### config.mk
export PLATFORM = sky130hd
export DESIGN_NAME = fetch_ctrl
export DESIGN_NICKNAME = d
export VERILOG_FILES = /design/src/rtl/fetch_pkg.sv /design/src/rtl/fetch_wait_cnt.sv /design/src/rtl/fetch_ctrl.sv
export SDC_FILE = /design/constraint.sdc
export NUM_CORES = 1
export LEC_CHECK = 0
export BUFFER_PORTS_ARGS = -buffer_cell sky130_fd_sc_hd__clkbuf_2
export CAP_MARGIN = 15
export CORE_UTILIZATION = 35
export CTS_BUF_LIST = sky130_fd_sc_hd__clkbuf_8
export DETAILED_ROUTE_END_ITERATION = 8
export GPL_TIMING_DRIVEN = 0
export PLACE_DENSITY = 0.7
export REMOVE_ABC_BUFFERS = 1
export SETUP_SLACK_MARGIN = 0.2
export SLEW_MARGIN = 20
export SYNTH_ARGS = -nofsm -noshare
export SYNTH_HDL_FRONTEND = slang
export SYNTH_SLANG_ARGS = --single-unit
### constraint.sdc
create_clock -name clk -period 2.1 [get_ports clk]
set_input_delay 0.21 -clock clk [delete_from_list [all_inputs] [get_ports clk]]
set_output_delay 0.21 -clock clk [all_outputs]
set_load 0.02 [all_outputs]
### src/rtl/fetch_pkg.sv
// Shared types and constants for the instruction-fetch sequencer.
package fetch_pkg;

  typedef enum logic [1:0] {
    F_IDLE,
    F_REQ,
    F_HOLD,
    F_DROP
  } fetch_state_t;

  localparam logic [31:0] NOP_INSTR = 32'h0000_0013;
  localparam int          PC_STEP   = 4;

endpackage : fetch_pkg

### src/rtl/fetch_wait_cnt.sv
// Saturating wait-cycle counter; o_hit is high while the count sits at MAX.
module fetch_wait_cnt #(
  parameter  int MAX = 15,
  localparam int W   = $clog2(MAX + 1)
) (
  input  logic clk,
  input  logic rst_n,
  input  logic i_clr,
  input  logic i_en,
  output logic o_hit
);

  logic [W-1:0] r_cnt;

  always_ff @(posedge clk or negedge rst_n) begin
    if (!rst_n) begin
      r_cnt <= '0;
    end else if (i_clr) begin
      r_cnt <= '0;
    end else if (i_en && (r_cnt != W'(MAX))) begin
      r_cnt <= r_cnt + 1'b1;
    end
  end

  assign o_hit = (r_cnt == W'(MAX));

endmodule : fetch_wait_cnt

### src/rtl/fetch_ctrl.sv
// Fetch sequencer: one outstanding req/ack fetch, stall hold and redirect handling.
// Optional wait-timeout flag is built only when FETCH_TIMEOUT_EN is defined.
module fetch_ctrl
  import fetch_pkg::*;
#(
  parameter int              XLEN     = 32,
  parameter logic [XLEN-1:0] RESET_PC = '0
`ifdef FETCH_TIMEOUT_EN
  ,
  parameter int              MAX_WAIT = 15
`endif
) (
  input  logic            clk,
  input  logic            reset,
  input  logic            PCSrcE,
  input  logic [XLEN-1:0] PCTargetE,
  input  logic            StallF,
  output logic            imem_req,
  output logic [XLEN-1:0] imem_addr,
  input  logic            imem_ack,
  input  logic [XLEN-1:0] imem_rdata,
  output logic [XLEN-1:0] InstrF,
  output logic            InstrF_valid,
  output logic [XLEN-1:0] PCF,
  output logic [XLEN-1:0] PCPlus4F,
  output logic            fetch_busy,
  output logic            fetch_err
);

  localparam logic [XLEN-1:0] ALIGN_MASK = ~XLEN'(3);

  fetch_state_t    r_state;
  logic [XLEN-1:0] r_pcf;
  logic [XLEN-1:0] r_instr;
  logic            r_valid;
  logic [XLEN-1:0] r_pend_pc;

  logic [XLEN-1:0] w_target;
  logic [XLEN-1:0] w_pc_plus4;
  logic            w_busy;

  assign w_target   = PCTargetE & ALIGN_MASK;
  assign w_pc_plus4 = r_pcf + XLEN'(PC_STEP);
  // Request is a pure decode of the state register, so it never glitches.
  assign w_busy     = (r_state == F_REQ) || (r_state == F_DROP);

  // NOTE: sequential state uses non-blocking assignments only, and every
  // register (including pend_pc) has an explicit async reset value.
  always_ff @(posedge clk or negedge reset) begin
    if (!reset) begin
      r_state   <= F_IDLE;
      r_pcf     <= RESET_PC;
      r_instr   <= XLEN'(NOP_INSTR);
      r_valid   <= 1'b0;
      r_pend_pc <= '0;
    end else begin
      unique case (r_state)
        F_IDLE: begin
          r_valid <= 1'b0;
          r_state <= F_REQ;
        end
        F_REQ: begin
          if (imem_ack) begin
            if (PCSrcE) begin
              r_valid <= 1'b0;
              r_pcf   <= w_target;
            end else begin
              r_instr <= imem_rdata;
              r_valid <= 1'b1;
              if (StallF) r_state <= F_HOLD;
              else        r_pcf   <= w_pc_plus4;
            end
          end else begin
            r_valid <= 1'b0;
            if (PCSrcE) begin
              r_pend_pc <= w_target;
              r_state   <= F_DROP;
            end
          end
        end
        F_HOLD: begin
          if (PCSrcE) begin
            r_valid <= 1'b0;
            r_pcf   <= w_target;
            r_state <= F_REQ;
          end else if (!StallF) begin
            r_valid <= 1'b0;
            r_pcf   <= w_pc_plus4;
            r_state <= F_REQ;
          end
        end
        F_DROP: begin
          // The in-flight response belongs to the squashed path; only its ack matters.
          r_valid <= 1'b0;
          if (imem_ack) begin
            r_pcf   <= PCSrcE ? w_target : r_pend_pc;
            r_state <= F_REQ;
          end else if (PCSrcE) begin
            r_pend_pc <= w_target;
          end
        end
        default: r_state <= F_IDLE;
      endcase
    end
  end

`ifdef FETCH_TIMEOUT_EN
  logic w_wait_clr;
  logic w_wait_en;
  logic w_wait_hit;
  logic r_err;

  assign w_wait_clr = !w_busy || imem_ack;
  assign w_wait_en  = w_busy && !imem_ack;

  fetch_wait_cnt #(.MAX(MAX_WAIT)) u_wait_cnt (
    .clk   (clk),
    .rst_n (reset),
    .i_clr (w_wait_clr),
    .i_en  (w_wait_en),
    .o_hit (w_wait_hit)
  );

  always_ff @(posedge clk or negedge reset) begin
    if (!reset)          r_err <= 1'b0;
    else if (w_wait_hit) r_err <= 1'b1;
  end

  assign fetch_err = r_err;
`else
  assign fetch_err = 1'b0;
`endif

  assign imem_req     = w_busy;
  assign fetch_busy   = w_busy;
  assign imem_addr    = r_pcf;
  assign PCF          = r_pcf;
  assign PCPlus4F     = w_pc_plus4;
  assign InstrF       = r_instr;
  assign InstrF_valid = r_valid;

endmodule : fetch_ctrl

Yosys cells after proc, flatten, opt, wreduce, memory -nomap -nowiden. Index checks and enable logic that the tools add are counted.

Bits in registers: 99. Output and inout bits: 132.

Add/subtract/negate cells: 1. Eq/ne operators: 9. Mux-type cells: 19. Bitwise operators: 2. Reductions and logical operators: 9.

Operators by type and width (count): $mux W32 (5); $pmux W32 S3 (1); $add A32 B3 Y32 const B (1); $mux W2 (7); $ne A3 B3 Y1 const B (4); $pmux W2 S4 (1); $reduce_and A3 Y1 (2); $reduce_and A5 Y1 (1); $eq A2 B2 Y1 const B (2); $mux W1 (4); $ne A2 B2 Y1 const B (2); $reduce_or A2 Y1 (2); $pmux W1 S3 (1); $reduce_bool A3 Y1 (1); $eq A2 B1 Y1 const B (1); $logic_not A2 Y1 (1); $not A1 Y1 (2); $reduce_and A2 Y1 (1); $logic_or A1 B1 Y1 (1).

Logic depth before layout (Yosys ltp). Gate-level depths: netlist of the first run.

Depth after elaboration: 5. Gate-level depth with buffers: 8. Depth with buffers taken out: 6.

Least setup slack after synthesis of the first run. Ideal clock, no wire load.

Path kind: register to output. Start point: register r_pcf[3], in the netlist PCF[3]. End point: output port PCPlus4F[28]. Data arrival time: 2.021 ns. Required time: 1.890 ns. Setup slack: -0.131 ns. Stages on the path, launching flop included: 6. Buffers on the path: 0. Path through: dfrtp_1 > ha_1 > nand3_2 > or2_1 > or4_4 > xnor2_1.

Word-level cells in the longest chain between the ends: 1.

RTL lines: start, declared (RTL line fetch_ctrl.sv:33) `logic [XLEN-1:0] r_pcf;`; start signal, assigned (RTL line fetch_ctrl.sv:66) `r_pcf <= w_target;`; start signal, assigned (RTL line fetch_ctrl.sv:71) `else r_pcf <= w_pc_plus4;`; start signal, assigned (RTL line fetch_ctrl.sv:84) `r_pcf <= w_target;`; $add A32 B3 Y32 (RTL line fetch_ctrl.sv:43) `assign w_pc_plus4 = r_pcf + XLEN'(PC_STEP);`; end, declared (RTL line fetch_ctrl.sv:25) `output logic [XLEN-1:0] PCPlus4F,`.

Every way passes these cells.

Worst setup path in the final report of the first run.
Start point: register r_pcf[13], in the netlist PCF[13]. End point: output port PCPlus4F[28].

The elaborated chain is that of the path after synthesis.

==> results by stage, run 1 <==
Placed design:
- OpenSTA, run right after detailed placement, puts the worst setup slack at -0.5573 ns.
- The total instance count after detailed placement is around 860.
- The quantity of I/O buffers inserted on ports is between 150 and 200.
- At the end of routability-driven placement, the weighted congestion stood at around 0.76.
- The final HPWL from detailed placement is between 10 and 15 mm.

Clocking:
- The longest clock path from root to sink contains 2 buffers.
- Counting the buffers created by CTS gives 9.
- After clock tree synthesis, the clock-pin slew on the worst setup and hold paths is around 0.10 ns.
- The source-to-sink clock delay at the later pin of the worst-skew pair is 0.38 ns.
- The total clock sinks is slightly below 100.
- The clock tree synthesis step divided the H-tree into 3 levels.
- The root cell of the clock tree is clkbuf_8.
- The TritonCTS clock tree is yes.

Global route:
- The number of global-route vias before repair is 4854.
- The number of antenna violations at the first check in global routing came to 1.
- The global-route wire length before repair is 25.56 mm.
- Entering global routing, the biggest net connects 77 pins.
- The remaining global-route overflow is 0.
- For this run, the total global-route usage over all layers was measured as between 20% and 30%.

STA:
- Setup total negative slack on the finished layout was measured at -1.203 ns.
- Setup repair after global routing could not meet its margin everywhere.
- The worst clock skew on the final layout is roughly 0.011 ns.
- The least setup slack across all paths after layout is -0.1927 ns.
- The final period utilization is 109.2%.
- The number of pins exceeding their max-slew limit in the final report is 0.
- The upper clock frequency limit is approximately 440 MHz.
- The smallest clock period supported by the final layout is computed as ~2.3 ns.
- The number of endpoints with negative hold slack in the final report is 0.
- The transition time of the tightest slew-check pin is 0.5524 ns.
- Measured against its own limit, the worst slew margin works out to a little over three fifths.
- The final-report setup violation count is 17.

Logic synthesis:
- In the synthesized netlist the async set-or-reset flop fraction comes to 100.0%.
- By area the synthesized netlist is led by dfrtp_1 (44%), mux2_2 (13%), buf_4 (5.0%).
- The register area share after synthesis is 45.45%.
- The number of standard cells after synthesis is about 550.
- Summed over its instances, the top area cell type makes up between 40 and 50% of the synthesized netlist area.
- Counting flops with a built-in enable in the synthesized netlist gives 0.
- The register bit count reported by yosys is 99.
- The primary flip-flop cell chosen by synthesis mapping is dfrtp_1.
- The yosys synthesis warning count is 0.
- A synthesized cell averages 10.02 um2.
- Summing every instance area after synthesis gives around 5500 um2.
- The number of distinct library cells after synthesis is 54.
- The top cell type by total area after synthesis is dfrtp_1.

Outcome:
- The run finished, with violations left.
- The final reports fail on setup timing.

Final layout:
- At the end of the flow the core is filled with cells to 50.04%.
- The library cells used most frequently in the layout, excluding fill and tap cells, are clkbuf_2 (174), dfrtp_1 (72), buf_4 (64), mux2_2 (63), o21ai_0 (40).
- The commonest non-fill, non-tap cell in the layout is clkbuf_2.
- The area growth from synthesis to layout is 39.35%.
- The post-layout instance count excluding filler cells is about 950.
- The share of cells above drive strength 1 is between 50% and 60%.
- The net count of the finished layout is around 820.

Pwr:
- The design draws 7.002 mW.
- The internal power of the cells totals 4.117 mW.
- The part of the total power dissipated in sequential elements is about two fifths.
- The analysis attributes to net switching a power of about 2.9 mW.
- IR analysis of the VDD net gives a maximum drop of about 0.58 mV.
- The power share of the combinational group is 43.8%.
- The power per cell area is a little over 900 nW/um2.
- In this run, the clock network consumes between 15 and 20% of the power.
- Of the total power, the share spent switching nets is between 40% and 50%.
- The leakage power total is around 3.6 nW.

Worst setup path:
- The arrival time of data at the critical path endpoint is between 2 and 2.5 ns.
- The worst path required time is 1.89 ns.
- The worst setup slack for register-to-register paths is around 0.040 ns.
- The worst register-to-register path ends at PCF[12].
- In this run the critical register-to-register path is launched from PCF[3].
- The startpoint type of the worst setup path is a register.
- The nature of the critical path endpoint is a primary output.
- The worst-path maximum fanout is 7.
- Counting cells, the worst reg-to-reg path comes to 14.
- The critical path is of the register to primary output type.

Route:
- Wires add up to approximately 16 mm.
- The total number of vias is between 4000 and 5000.
- In the routed layout, each cell is associated on average with a via count of 5.253.
- The iteration count of the initial detailed-routing pass is 5.
- The post-detailed-route wirelength per cell is 17.27 um.
- The antenna violation net count after detailed routing is 0.
- After detailed routing, the number of remaining DRC violations is 0.
- The number of DRC markers after the initial detailed-route iteration is about 280.

Floorplan:
- The row count is 45.
- The die covers between 15000 and 20000 um2.
- In this run the vertical extent of the chip is roughly 130 um.
- The die extent in x is approximately 130 um.
- For this configuration, the core starts out at a cell density of 35.91%.
- The number of primary I/O pins is about 200.
- The core footprint is approximately 15000 um2.

Job:
- The total of max-cap violations is 0.

Worst hold path:
- For hold timing, the worst endpoint is InstrF[27].
- The class of the most critical hold timing path is primary input to register.
- The launch instance of the worst min-delay path is imem_rdata[27].
- Counting instances, the worst hold path has a depth of 2.
worst max-delay path, cell delays in order, from the launching register on:
cell	delay, ns
dfrtp_2	0.45
and2_2	0.23
nand3_4	0.13
or4_4	0.57
xnor2_2	0.15
clkbuf_8	0.16
cell type report:
class	count	area, um2
Multi-Input combinational cell	365	2874
Sequential cell	99	2514
Timing Repair Buffer	269	1764
Clock buffer	11	151.4
Tap cell	188	235.2
Clock inverter	5	28.78
Fill cell	1410	7595
Inverter	9	37.54
Antenna cell	1	2.502
sequential cells by signal, indices dropped and copies added, names as in the netlist:
register      flops
r_state           2
PCF              32
InstrF           32
InstrF_valid      1
r_pend_pc        32
synthesized netlist by cell type (all sizes together), types with 3 or more instances:
master,instances
nand2b,3
nor3,4
and3,18
and2,4
inv,9
nor2,31
and4,5
a21oi,31
dfstp,3
o31a,5
nand4,9
xor2,14
nand2,45
nand3,13
clkbuf,22
o22ai,6
mux2,63
a31oi,3
o21ai,43
o31ai,3
xnor2,14
a221oi,5
a22o,9
dfrtp,96
buf,51
nor4,5
o2bb2ai,7
metrics by stage:
stage / hold slack [ns] / cell area, um2
global placement: 0.4412 / 6256
finish: 0.05785 / 7607
detailed placement: 0.1003 / 6379
CTS: 0.02938 / 7395
floorplan: -0.08559 / 5035
global route: 0.04286 / 7607
power by group through the flow:
stage | combinational (mW) | clock (mW) | sequential [mW]
final | 3.07 | 1.19 | 2.74
after global routing | 3.30 | 1.29 | 2.80
after CTS | 2.99 | 1.23 | 2.73
after detailed placement | 2.49 | 0 | 2.85
after global placement | 2.44 | 0 | 2.83
after floorplan | 0.987 | 0 | 3.30
how the worst max path moves through the flow:
stage | depth (start not counted) | slack [ns] | from | endpoint
4_1_cts | 6 | -0.22 | PCF[3] | PCPlus4F[28]
2_1_floorplan | 3 | -0.77 | r_state[0] | InstrF[10]
5_1_grt | 6 | -0.29 | PCF[3] | PCPlus4F[28]
3_5_place_dp | 6 | -0.56 | PCSrcE | PCF[13]
6_report | 5 | -0.19 | PCF[13] | PCPlus4F[28]
3_3_place_gp | 6 | -1.71 | PCSrcE | PCF[8]
metal layers:
metal / wire (um) / track usage, %
met3: 1143 / 5.356
met4: 219 / 7.213
met1: 6884 / 25.14
met5: 0 / 0
met2: 8105 / 35.10
kinds of logic after synthesis:
group                    synth area share [%]
buffers and inverters                   8.389
other                                 0.06869
AND/OR/NAND/NOR                         14.21
XOR/XNOR                                4.492
adder cells (fa/ha/maj)                0.2292
flip-flops                              45.45
AO/OA/AOI/OAI                           13.80
multiplexers                            13.36
timing repair:
item | 4_1_cts | 5_1_grt
pin swaps | 30 | 25
endpoints found under the setup margin | 101 | 75
buffers inserted | 55 | 11
cloned | 1 | 0
resized for setup | 107 | 46
hold endpoints to repair | 23 | 0
hold buffers | 1 | 0
Power figures use the tool's default switching activity.
==> run 2, diff against run 1 <==
--- a/config.mk
+++ b/config.mk
@@ -12,7 +12,6 @@
 export DETAILED_ROUTE_END_ITERATION = 8
 export GPL_TIMING_DRIVEN = 0
 export PLACE_DENSITY = 0.7
-export REMOVE_ABC_BUFFERS = 1
 export SETUP_SLACK_MARGIN = 0.2
 export SLEW_MARGIN = 20
 export SYNTH_ARGS = -nofsm -noshare
==> results by stage, run 2 (same netlist as run 1, synthesis figures left out) <==
Outcome:
- The flow ran to the end, but the final reports show violations.
- The final reports fail on setup timing.

Global route:
- The aggregate global-route resource usage is 22.78% (+2.2 points).
- The number of global-route vias before repair came to 5186 (+6.8%).
- The maximum number of pins on one net before global-route repair is 53 (-31%).
- The number of antenna violations at the first check in global routing is 1 (unchanged).
- The remaining global-route overflow is 0 (unchanged).
- The global-route wire length before repair is 27.97 mm (+9.4%).

STA:
- The number of endpoints with negative hold slack in the final report is 0 (unchanged).
- The transition time of the tightest slew-check pin is 0.6547 ns (+0.1023 ns).
- The relative max-transition margin is 56.36% (-6.8 points).
- The final-layout setup total negative slack was -4.356 ns (-3.154 ns).
- The upper clock frequency limit is 419.2 MHz (-3.9%).
- Setup repair after global routing could not meet its margin everywhere.
- The time the worst path needs with I/O delays and setup is 2.385 ns (+0.09256 ns).
- The number of pins exceeding their max-slew limit in the final report is 0 (unchanged).
- The final-report setup violation count is 24 (+7).
- The worst clock skew on the final layout is 0.01121 ns (+0.0002679 ns).
- The least setup slack across all paths after layout was -0.2853 ns (-0.09256 ns).
- The final period utilization is 113.6% (+4.4 points).

Placed design:
- The final HPWL from detailed placement came to 12.51 mm (+19%).
- The weighted congestion reported at the end of routability-driven placement came to 0.8567 (+13%).
- The quantity of I/O buffers inserted on ports came to 197 (unchanged).

Worst setup path:
- The worst path required time is 1.89 ns (about the same).
- STA classifies the critical path startpoint as a register.
- The critical path goes through buf_6 -> buf_6 -> and4_4 -> and4_4 -> buf_6 -> nand4b_1 -> xnor2_2 -> clkbuf_8.
- The worst setup path is captured at a primary output.
- By instance count, the cell type seen most on the critical path is buf_6.
- Among all stages on the critical path, the largest delay is contributed by dfrtp_2.
- The worst-path maximum fanout was 3 (-4).
- The count of buffer and inverter cells on the critical path is 4 (+3).
- On the critical path the largest part of the delay comes from simple AND/OR/NAND/NOR gates.
- The arrival time of data at the critical path endpoint is 2.18 ns (+0.10 ns).
- The largest incremental delay on the critical path is 0.43 ns (-0.14 ns).
- The critical path in this run is classified as register to primary output.

Clocking:
- The clock-pin slew on the worst setup and hold paths is 0.10 ns (about the same).
- The total number of H-tree levels is 3 (unchanged).
- The total CTS buffers was 9 (unchanged).
- The clock tree buffer depth came to 2 (unchanged).
- The source-to-sink clock delay at the later pin of the worst-skew pair came to 0.39 ns (about the same).
- The total clock sinks was 99 (unchanged).
- The root cell of the clock tree is clkbuf_8.
- TritonCTS built the clock tree.

Pwr:
- The part of the total power dissipated in sequential elements is 35.6% (-3.6 points).
- The worst-case vdd ir drop is 0.5857 mV (+1.4%).
- The leakage power total is 4.069 nW (+13%).
- The part of the power in the clock network is 17.0% (about the same).
- The power per cell area is 921.3 nW/um2 (about the same).
- The switching part of the total power is 40.52% (-0.68 points).
- The power share of the combinational group came to 47.3% (+3.5 points).
- The internal power summed over all cells came to 4.556 mW (+11%).
- The overall power after layout was 7.659 mW (+9.4%).
- The net switching power of the design is 3.103 mW (+7.6%).

Floorplan:
- The die height is 126.9 um (unchanged).
- The area enclosed by the die boundary was 16100 um2 (unchanged).
- The number of primary I/O pins was 201 (unchanged).
- The die extent in x was 126.9 um (unchanged).
- The starting utilization of the core area is 35.91% (unchanged).
- The row count was 45 (unchanged).
- The core footprint is 15200 um2 (unchanged).

Route:
- The post-detailed-route wirelength per cell came to 18.02 um (+4.4%).
- The total length of routed wires is 18.44 mm (+13%).
- The number of design rule violations left after detail routing is 0 (unchanged).
- The antenna violation net count after detailed routing came to 0 (unchanged).
- The met1 wire length came to 7.434 mm (+8.0%).
- The highest metal layer used by the detailed router is met4.
- The routed length on met2 is 8.863 mm (+9.4%).
- The via-per-instance ratio is 5.348 (+1.8%).
- The total number of vias is 5471 (+10%).
- The number of DRC markers after the initial detailed-route iteration is 412 (+46%).
- The iteration count of the initial detailed-routing pass is 5 (unchanged).
- The routed length on met3 is 1.571 mm (+37%).

Final layout:
- The final cell utilization of the core was 54.68% (+4.6 points).
- Compared with the post-synthesis result, the final layout area differs by 52.28%.
- The library cells used most frequently in the layout, excluding fill and tap cells, are clkbuf_2 (180), buf_4 (110), dfrtp_1 (74), mux2_2 (63), nand2_1 (40).
- The share of cells above drive strength 1 is 61.03% (+4.7 points).
- The count of filler cells inserted in the layout is 1302 (-7.7%).
- The area taken by flip-flops and latches came to 2509 um2 (-0.20%).
- The area of combinational cells with multiple inputs is 3020 um2 (+5.1%).
- The final net count is 899 (+9.2%).
- The commonest non-fill, non-tap cell in the layout is clkbuf_2.

Worst hold path:
- The class of the most critical hold timing path is primary input to register.

Logic synthesis:
- The number of nets handed over by synthesis was between 600 and 700.

Job:
- The total of max-cap violations is 0 (unchanged).
==> run 2: power groups by stage <==
stage	Combinational, mW	Sequential, mW	Clock, mW
after floorplan	1.52	3.10	0
after global placement	2.80	2.81	0
after detailed placement	2.84	2.82	0
after CTS	3.34	2.72	1.33
after global routing	3.85	2.78	1.39
final	3.63	2.73	1.31
==> run 2: stage by stage <==
step	hold slack (ns)	std cells	instance area [um2]	setup slack, ns
floorplan	-0.08559	545	5574	0.1281
global placement	0.4420	930	6795	-0.7554
detailed placement	0.1962	931	6832	-0.1420
CTS	0.02696	995	7870	-0.3428
global route	0.03640	1023	8313	-0.3831
finish	0.04377	1023	8313	-0.2853
==> run 2: worst paths after layout <==
check	slack (ns)	end	depth (start not counted)	start
setup / recovery	-0.29	PCPlus4F[31]	8	PCF[2]
hold / removal	0.04	InstrF[7]	2	imem_rdata[7]
setup reg to reg	0	PCF[22]	9	PCF[2]
hold reg to reg	0.50	r_pend_pc[1]	1	r_pend_pc[1]
max in group asynchronous	1.17	PCF[23]	3	reset
min in group asynchronous	0.32	InstrF[5]	2	reset
==> run 2: routing by layer <==
metal  vias up  global-route usage, %
met4         0                  11.41
li1       2475                      -
met2       297                  36.62
met1      2658                  28.24
met3        41                  6.116
met5         -                      0
==> run 2: repair_timing <==
item,in CTS,in global routing
hold buffers,1,0
endpoints found under the hold margin,48,0
setup endpoints to repair,116,88
setup buffers,47,27
pin swaps,32,33
resized for setup,128,90
==> run 2: worst register-to-register path, delay by kind of cell (launching register included) <==
family | cells | cell delay [ns]
DFF | 1 | 0.43
buffers and inverters | 3 | 0.46
and+or+nand+nor | 5 | 0.99
adders and majority gates | 1 | 0.17
==> run 2: area by class of cell <==
class                      instances  share of cell area (%)
multi-input combinational        364                   36.33
sequential                        99                   30.18
timing repair buffer             273                   21.70
buffer                            73                   6.126
tap                              188                   2.830
clock buffer                       9                   1.490
clock inverter                     7                  0.9031
inverter                           9                  0.4064
antenna                            1                 0.03010
==> run 3, diff against run 2 <==
--- a/config.mk
+++ b/config.mk
@@ -11,7 +11,6 @@
 export CTS_BUF_LIST = sky130_fd_sc_hd__clkbuf_8
 export DETAILED_ROUTE_END_ITERATION = 8
 export GPL_TIMING_DRIVEN = 0
-export PLACE_DENSITY = 0.7
 export SETUP_SLACK_MARGIN = 0.2
 export SLEW_MARGIN = 20
 export SYNTH_ARGS = -nofsm -noshare
==> constraint.sdc (replaced) <==
create_clock -name clk -period 2.3 [get_ports clk]
set_input_delay 0.23 -clock clk [delete_from_list [all_inputs] [get_ports clk]]
set_output_delay 0.23 -clock clk [all_outputs]
set_load 0.02 [all_outputs]
==> results by stage, run 3 (same netlist as run 1, synthesis figures left out) <==
Pwr:
- The power share of the combinational group came to 45.3% (-2.0 points).
- The net switching power of the design was 2.671 mW (-14%).
- The part of the power in the clock network is 16.0% (-1.0 points).
- The leakage power total is 3.801 nW (-6.6%).
- The internal power summed over all cells is 3.842 mW (-16%).
- The switching part of the total power was 41.01% (+0.49 points).
- The part of the total power dissipated in sequential elements was 38.8% (+3.2 points).
- The worst-case vdd ir drop is 0.4750 mV (-19%).
- The overall power after layout is 6.513 mW (-15%).
- The power per cell area is 839.1 nW/um2 (-8.9%).

Outcome:
- The flow ran to the end, but the final reports show violations.
- The final reports fail on setup timing.

Clocking:
- The root cell of the clock tree is clkbuf_8.
- The source-to-sink clock delay at the later pin of the worst-skew pair was 0.39 ns (about the same).
- The clock-pin slew on the worst setup and hold paths was 0.09 ns (about the same).
- The total clock sinks is 99 (unchanged).
- The total CTS buffers is 9 (unchanged).
- The total number of H-tree levels is 3 (unchanged).
- The TritonCTS clock tree is yes.
- The clock tree buffer depth is 2 (unchanged).

Floorplan:
- The core footprint is 15200 um2 (unchanged).
- The die extent in x is 126.9 um (unchanged).
- The area enclosed by the die boundary is 16100 um2 (unchanged).
- The number of primary I/O pins is 201 (unchanged).
- The starting utilization of the core area is 35.91% (unchanged).
- The row count is 45 (unchanged).
- The die height is 126.9 um (unchanged).

Route:
- The iteration count of the initial detailed-routing pass was 4 (-1).
- The via-per-instance ratio came to 5.248 (-1.9%).
- The total number of vias came to 5248 (-4.1%).
- The antenna violation net count after detailed routing is 0 (unchanged).
- The number of DRC markers after the initial detailed-route iteration came to 313 (-24%).
- The total length of routed wires is 17.88 mm (-3.0%).
- The post-detailed-route wirelength per cell is 17.88 um (-0.82%).
- The number of design rule violations left after detail routing is 0 (unchanged).

Placed design:
- The setup slack after placement is -0.1284 ns (+0.01362 ns).
- The quantity of I/O buffers inserted on ports is 197 (unchanged).
- The cell area reported after detailed placement is 6724 um2 (-1.6%).
- The final HPWL from detailed placement is 12.92 mm (+3.2%).
- The weighted congestion reported at the end of routability-driven placement is 0.8364 (-2.4%).
- The total instance count after detailed placement is 931 (unchanged).

Worst setup path:
- The arrival time of data at the critical path endpoint came to 2.17 ns (about the same).
- The worst flop-to-flop path startpoint is PCF[3].
- The critical path starts at PCF[3].
- The nature of the critical path endpoint is a primary output.
- The startpoint type of the worst setup path is a register.
- The worst path required time was 2.07 ns (+0.18 ns).
- The worst-path maximum fanout is 5 (+2).
- The critical path in this run is classified as register to primary output.

STA:
- In the finished design, the share of the clock period the worst path needs comes to 104.5%.
- The number of endpoints with negative hold slack in the final report is 0 (unchanged).
- Setup repair after global routing could not meet its margin everywhere.
- The worst clock skew on the final layout came to 0.005403 ns (-0.005808 ns).
- The transition time of the tightest slew-check pin is 0.7354 ns (+0.08079 ns).
- The final-report setup violation count came to 4 (-83%).
- The time the worst path needs with I/O delays and setup is around 2.4 ns.
- The relative max-transition margin was 50.97% (-5.4 points).
- The number of pins exceeding their max-slew limit in the final report is 0 (unchanged).
- The upper clock frequency limit is 416.0 MHz.
- The least setup slack across all paths after layout came to -0.1036 ns (+0.1816 ns).

Final layout:
- The final net count is 877 (-2.4%).
- The design area is 7761 um2 (-6.6%).
- The area growth from synthesis to layout is 42.17%.
- The count of filler cells inserted in the layout is 1459 (+12%).
- The library cell used most frequently in the layout, excluding fill and tap cells, is clkbuf_2.
- The share of cells above drive strength 1 was 55.79% (-5.2 points).
- The post-layout instance count excluding filler cells came to 1000 (-2.2%).
- The antenna diode count is 0 (-1).
- Leaving out fill and tap cells, the most frequent cells in the layout are clkbuf_2 (183), buf_4 (97), dfrtp_1 (82), mux2_2 (63), o21ai_0 (43).

Global route:
- The number of global-route vias before repair was 5094 (-1.8%).
- The aggregate global-route resource usage is 22.37% (-0.42 points).
- The maximum number of pins on one net before global-route repair is 84 (+58%).
- The global-route wire length before repair is 27.45 mm (-1.9%).
- The remaining global-route overflow is 0 (unchanged).
- The number of antenna violations at the first check in global routing was 0 (-1).

Job:
- The total of max-cap violations is 0 (unchanged).

Worst hold path:
- The tightest min-delay check is of the primary input to register type.
- The launch instance of the worst min-delay path is imem_rdata[16].

Logic synthesis:
- The number of nets in the synthesized netlist is 615 (unchanged).
==> run 3: final timing paths <==
kind,to,slack (ns),cells past startpoint
max in group asynchronous,PCF[12],1.34,3
max,PCPlus4F[28],-0.10,6
min reg2reg,r_pend_pc[0],0.50,1
max reg2reg,PCF[28],0.09,8
min in group asynchronous,r_pend_pc[25],0.25,2
min,InstrF[16],0.07,2
==> run 3: routing by layer <==
| layer | global-route usage, % | routed length (um) | vias up |
|---|---|---|---|
| met2 | 37.75 | 8646 | 257 |
| met1 | 27.96 | 7433 | 2534 |
| met4 | 8.053 | 372 | 0 |
| li1 | - | - | 2433 |
| met3 | 5.188 | 1424 | 24 |
| met5 | 0 | 0 | - |
==> run 3: layout make-up <==
class                   instances  area [um2]  area share [%]
multi-input cells             364        2783           35.85
flip-flops and latches         99        2499           32.19
repair buffers                251        1559           20.09
plain buffers                  73       481.7           6.207
well taps                     188       235.2           3.031
clock buffers                  10       137.6           1.773
inverters                       9       33.78          0.4353
clock inverters                 6       32.53          0.4192
==> run 3: power groups by stage <==
stage / clock (mW) / sequential (mW) / combinational, mW
3_5_place_dp: 0 / 2.55 / 2.60
6_report: 1.04 / 2.52 / 2.95
4_1_cts: 1.08 / 2.52 / 2.84
3_3_place_gp: 0 / 2.52 / 2.55
2_1_floorplan: 0 / 2.80 / 1.35
5_1_grt: 1.15 / 2.58 / 3.16
==> run 3: what timing repair did <==
action / 4_1_cts / 5_1_grt
endpoints found under the hold margin: 16 / 0
resized for setup: 99 / 61
pin swaps: 15 / 19
setup buffers: 30 / 22
hold buffers: 1 / 0
endpoints found under the setup margin: 72 / 79
==> run 3: per-stage QoR <==
stage	TNS (ns)	hold slack, ns	util (%)
after floorplan	0	-0.06559	-
after global placement	-32.20	0.4624	43.99
after detailed placement	-0.5070	0.1015	44.23
after CTS	-0.3299	0.05153	49.09
after global routing	-1.232	0.06058	51.05
final	-0.1584	0.07016	51.05
==> run 3: worst max-delay path: stages (launching register included) <==
cell	delay [ns]
dfrtp_1	0.42
ha_4	0.17
nand3_4	0.12
or2_4	0.29
or4_4	0.47
xnor2_2	0.15
clkbuf_8	0.16
